[config.mk]
export PLATFORM = sky130hd
export DESIGN_NAME = seq_delay_line_param
export DESIGN_NICKNAME = d
export VERILOG_FILES = /design/src/rtl/seq_delay_line_param.sv
export SDC_FILE = /design/constraint.sdc
export NUM_CORES = 1
export LEC_CHECK = 0
export CAP_MARGIN = 20
export CORE_UTILIZATION = 35
export DETAILED_ROUTE_END_ITERATION = 8
export GPL_TIMING_DRIVEN = 1
export PLACE_DENSITY = 0.68
export SYNTH_ARGS = -nofsm -noshare
export SYNTH_HDL_FRONTEND = slang
export SYNTH_SLANG_ARGS = --single-unit
[constraint.sdc]
create_clock -name clk -period 4.87 [get_ports clk]
set_clock_uncertainty 0.2 [all_clocks]
set_input_delay 1.461 -clock clk [delete_from_list [all_inputs] [get_ports clk]]
set_output_delay 1.461 -clock clk [all_outputs]
set_load 0.005 [all_outputs]
[src/rtl/seq_delay_line_param.sv]
// rtl/seq_delay_line_param.sv - parametrised register delay line with stall, clear, tap and occupancy count
module seq_delay_line_param #(
    parameter int                 WIDTH     = 8,
    parameter int                 DEPTH     = 4,
    parameter logic [WIDTH-1:0]   RESET_VAL = '0,
    localparam int                CW        = $clog2(DEPTH + 1),
    localparam int                SW        = (DEPTH > 1) ? $clog2(DEPTH) : 1
) (
    input  logic             clk,
    input  logic             reset,
    input  logic             en,
    input  logic             clear,
    input  logic             in_val,
    input  logic [WIDTH-1:0] in_data,
    input  logic [SW-1:0]    tap_sel,
    output logic             out_val,
    output logic [WIDTH-1:0] out_data,
    output logic             tap_val,
    output logic [WIDTH-1:0] tap_data,
    output logic [CW-1:0]    count
);

    logic [WIDTH-1:0] data_q [DEPTH];
    logic [WIDTH-1:0] data_d [DEPTH];
    logic [DEPTH-1:0] val_q;
    logic [DEPTH-1:0] val_d;
    logic [CW-1:0]    count_q;
    logic [CW-1:0]    count_d;

    always_comb begin
        val_d   = val_q;
        count_d = count_q;
        for (int i = 0; i < DEPTH; i++) begin
            data_d[i] = data_q[i];
        end
        if (clear) begin
            val_d   = '0;
            count_d = '0;
            for (int i = 0; i < DEPTH; i++) begin
                data_d[i] = RESET_VAL;
            end
        end else if (en) begin
            data_d[0] = in_data;
            val_d[0]  = in_val;
            for (int i = 1; i < DEPTH; i++) begin
                data_d[i] = data_q[i-1];
                val_d[i]  = val_q[i-1];
            end
            // Modular arithmetic stays exact: a full line always has its last stage valid.
            count_d = count_q + CW'(in_val) - CW'(val_q[DEPTH-1]);
        end
    end

    always_ff @(posedge clk or posedge reset) begin
        if (reset) begin
            val_q   <= '0;
            count_q <= '0;
            for (int i = 0; i < DEPTH; i++) begin
                data_q[i] <= RESET_VAL;
            end
        end else begin
            val_q   <= val_d;
            count_q <= count_d;
            for (int i = 0; i < DEPTH; i++) begin
                data_q[i] <= data_d[i];
            end
        end
    end

    assign out_val  = val_q[DEPTH-1];
    assign out_data = data_q[DEPTH-1];
    assign count    = count_q;

    generate
        if (DEPTH == 1) begin : g_single
            logic unused_tap_sel;
            assign unused_tap_sel = ^tap_sel;
            assign tap_val        = val_q[0];
            assign tap_data       = data_q[0];
        end else begin : g_multi
            // Out-of-range selects fall through to the reset pattern.
            always_comb begin
                tap_val  = 1'b0;
                tap_data = RESET_VAL;
                for (int i = 0; i < DEPTH; i++) begin
                    if (tap_sel == SW'(i)) begin
                        tap_val  = val_q[i];
                        tap_data = data_q[i];
                    end
                end
            end
        end
    endgenerate

endmodule

==> results_dict.tcl <==
set metrics [dict create \
    outcome "completed" \
    synth_top_area_frac 0.5062 \
    crit_type "primary input to primary output" \
    seqPwrFrac 0.538 \
    synth.avg_cell_area_um2 12.44 \
    core_area_um2 5205 \
    worst_setup_path_end_kind "primary output" \
    synth_cell_type_count 16 \
    async_reset_ff_frac 1.000 \
    first_pass_iters 4 \
    synthTopCellsByArea "dfrtp_1, mux2i_1, mux4_2, nor2_1, buf_4" \
    period_minus_slack_ns 4.775 \
    r2r_slack_ns 2.76 \
    fin_nets 204 \
    first_iter_violations 45 \
    cts_tree "yes" \
    area_delta_synth_final_pct 23.75 \
    arrival_ns 3.11 \
    cap_violations 0 \
    antenna_found_initial 0 \
    p_total_mw 0.6371 \
    wire_per_inst_um 13.89 \
    syn_nets 173 \
    clock-sinks 39 \
    p_leak_nw 1.143 \
    synthCells 155 \
    ioPinCount 36 \
    synth_edf_count 0 \
    port_buffers 35 \
    viasPerCell 4.700 \
    cp_max_fo 5 \
    setup_tns_ns 0 \
    clkTransAtPathRegs_ns 0.07 \
    stdcell_count 257 \
    clkPwrFrac 0.327 \
    maxSlewHeadroom 0.5323 \
    clock_path_buffers 2 \
    cts_setup_buffers 0 \
    grt_max_degree 42 \
    switching_share 0.2430 \
    max_freq_mhz 209.4 \
    required_ns 3.21 \
    setup_viol 0 \
    dp_hpwl_mm 2.428 \
    grt-ovfl-total 0 \
    gp_congestion 0.6196 \
    ys_ff_latch 39 \
    cts_made_buffers 5 \
    synth_commonest_cells "dfrtp_1, nor2_1, mux2i_1" \
    tightest_slew_ns 0.7016 \
    dp_cells 248 \
    grt_pass1_wl_mm 6.134 \
    cts_root_buf "clkbuf_8" \
    die_area_um2 5809 \
    p_comb_frac 0.135 \
    die_y_um 76.22 \
    yosysSeqAreaShare 0.5062 \
    cts_hold_buf 0 \
    cts.htree.levels 2 \
    num_vias 1208 \
    first_global_vias 1232 \
    critPathLaunchType "primary input" \
    rsz0062_at_grt "no" \
    gr-usage-all-layers 0.1356 \
    drive_gt1_frac 0.1337 \
    net-switching-power_mw 0.1548 \
    clk_latency_ns 0.29 \
    synth_flop_cell "dfrtp_1" \
    routed_wl_mm 3.570 \
    power_density_nw_per_um2 267.0 \
    start_util 0.3704 \
    die_w_um 76.22 \
    hold_slack_ns 0.3430 \
    ir_drop_uv 146.4 \
    slew_violations 0 \
    rows 26 \
    holdCritPathClass "flop to flop" \
    yosysWarnings 0 \
    diodes 0 \
    yosysTopAreaCell "dfrtp_1" \
    synth_area_um2 1928 \
    p_int_mw 0.4823 \
    ant_nets 0 \
    drc 0 \
    finalCritPeriodShare 0.9804 \
    cts_resized 0 \
    finalHoldViolCount 0 \
]
power groups by stage:
stage | registers, mW | logic, mW | clock network, mW
3_5_place_dp | 0.349 | 0.0856 | 0
6_report | 0.343 | 0.0862 | 0.208
3_3_place_gp | 0.349 | 0.0847 | 0
4_1_cts | 0.343 | 0.0861 | 0.217
2_1_floorplan | 0.347 | 0.0537 | 0
5_1_grt | 0.344 | 0.0952 | 0.231
per-stage QoR:
step | util | cell area, µm² | setup WS [ns]
global route | 0.4584 | 2386 | 0.03669
global placement | 0.4375 | 2277 | 0.09883
CTS | 0.4531 | 2359 | 0.08377
finish | 0.4584 | 2386 | 0.09546
floorplan | - | 1928 | 1.105
detailed placement | 0.4375 | 2277 | 0.09304
state kept, by name, indices dropped and copies added (netlist names):
name and count:
out_data 8, data_q 24, count 3, val_q 4
cell type report:
cell class	instances	area (µm²)
Clock buffer	7	76.32
Clock inverter	1	5.005
Fill cell	511	2819
Inverter	4	15.01
Multi-Input combinational cell	93	800.8
Sequential cell	39	975.9
Tap cell	70	87.58
Timing Repair Buffer	43	425.4
worst max-delay path, stage by stage:
cell	delay [ns]
clkdlybuf4s50_1	0.50
buf_4	0.19
mux4_2	0.51
clkdlybuf4s50_1	0.45
per-layer routing:
| metal | vias up | GRT usage | share of wire | wire length, µm |
|---|---|---|---|---|
| met5 | - | 0 | 0 | 0 |
| li1 | 580 | - | - | - |
| met3 | 5 | 0.04431 | 0.048 | 171 |
| met4 | 0 | 0.05769 | 0.013 | 46 |
| met1 | 596 | 0.1854 | 0.49 | 1742 |
| met2 | 27 | 0.1964 | 0.45 | 1610 |
cells in the final DEF, fill, tap and decap left out:
cell / count
nor2_1: 39
dfrtp_1: 39
mux2i_1: 37
clkdlybuf4s50_1: 34
mux4_2: 9
buf_4: 7
clkbuf_8: 5
inv_1: 4
ha_1: 2
clkbuf_1: 2
a211oi_1: 1
xor2_1: 1
nand2b_1: 1
a21oi_1: 1
a31o_2: 1
fa_1: 1
clkinv_2: 1
buf_2: 1
buf_16: 1
final timing paths:
path,start,end,cells after the start
setup / recovery,tap_sel[0],tap_data[5],4
max in group asynchronous,reset,out_data[2]$_DFFE_PP0P_,3
min in group asynchronous,reset,count[1]$_DFFE_PP0P_,2
hold / removal,data_q[23]$_DFFE_PP0P_,data_q[23]$_DFFE_PP0P_,2
setup reg to reg,val_q[3]$_DFFE_PP0P_,count[2]$_DFFE_PP0P_,8
hold reg to reg,data_q[23]$_DFFE_PP0P_,data_q[23]$_DFFE_PP0P_,2
cells by family after synthesis:
logic type,after synthesis,share of synthesized area
XOR/XNOR,1,0.004543
AND/OR/NAND/NOR,40,0.07917
buffers and inverters,23,0.07852
AO/OA/AOI/OAI,3,0.01103
flip-flops,39,0.5062
adder cells (fa/ha/maj),3,0.02336
multiplexers,46,0.2972
(Power assumes the default switching activity.)
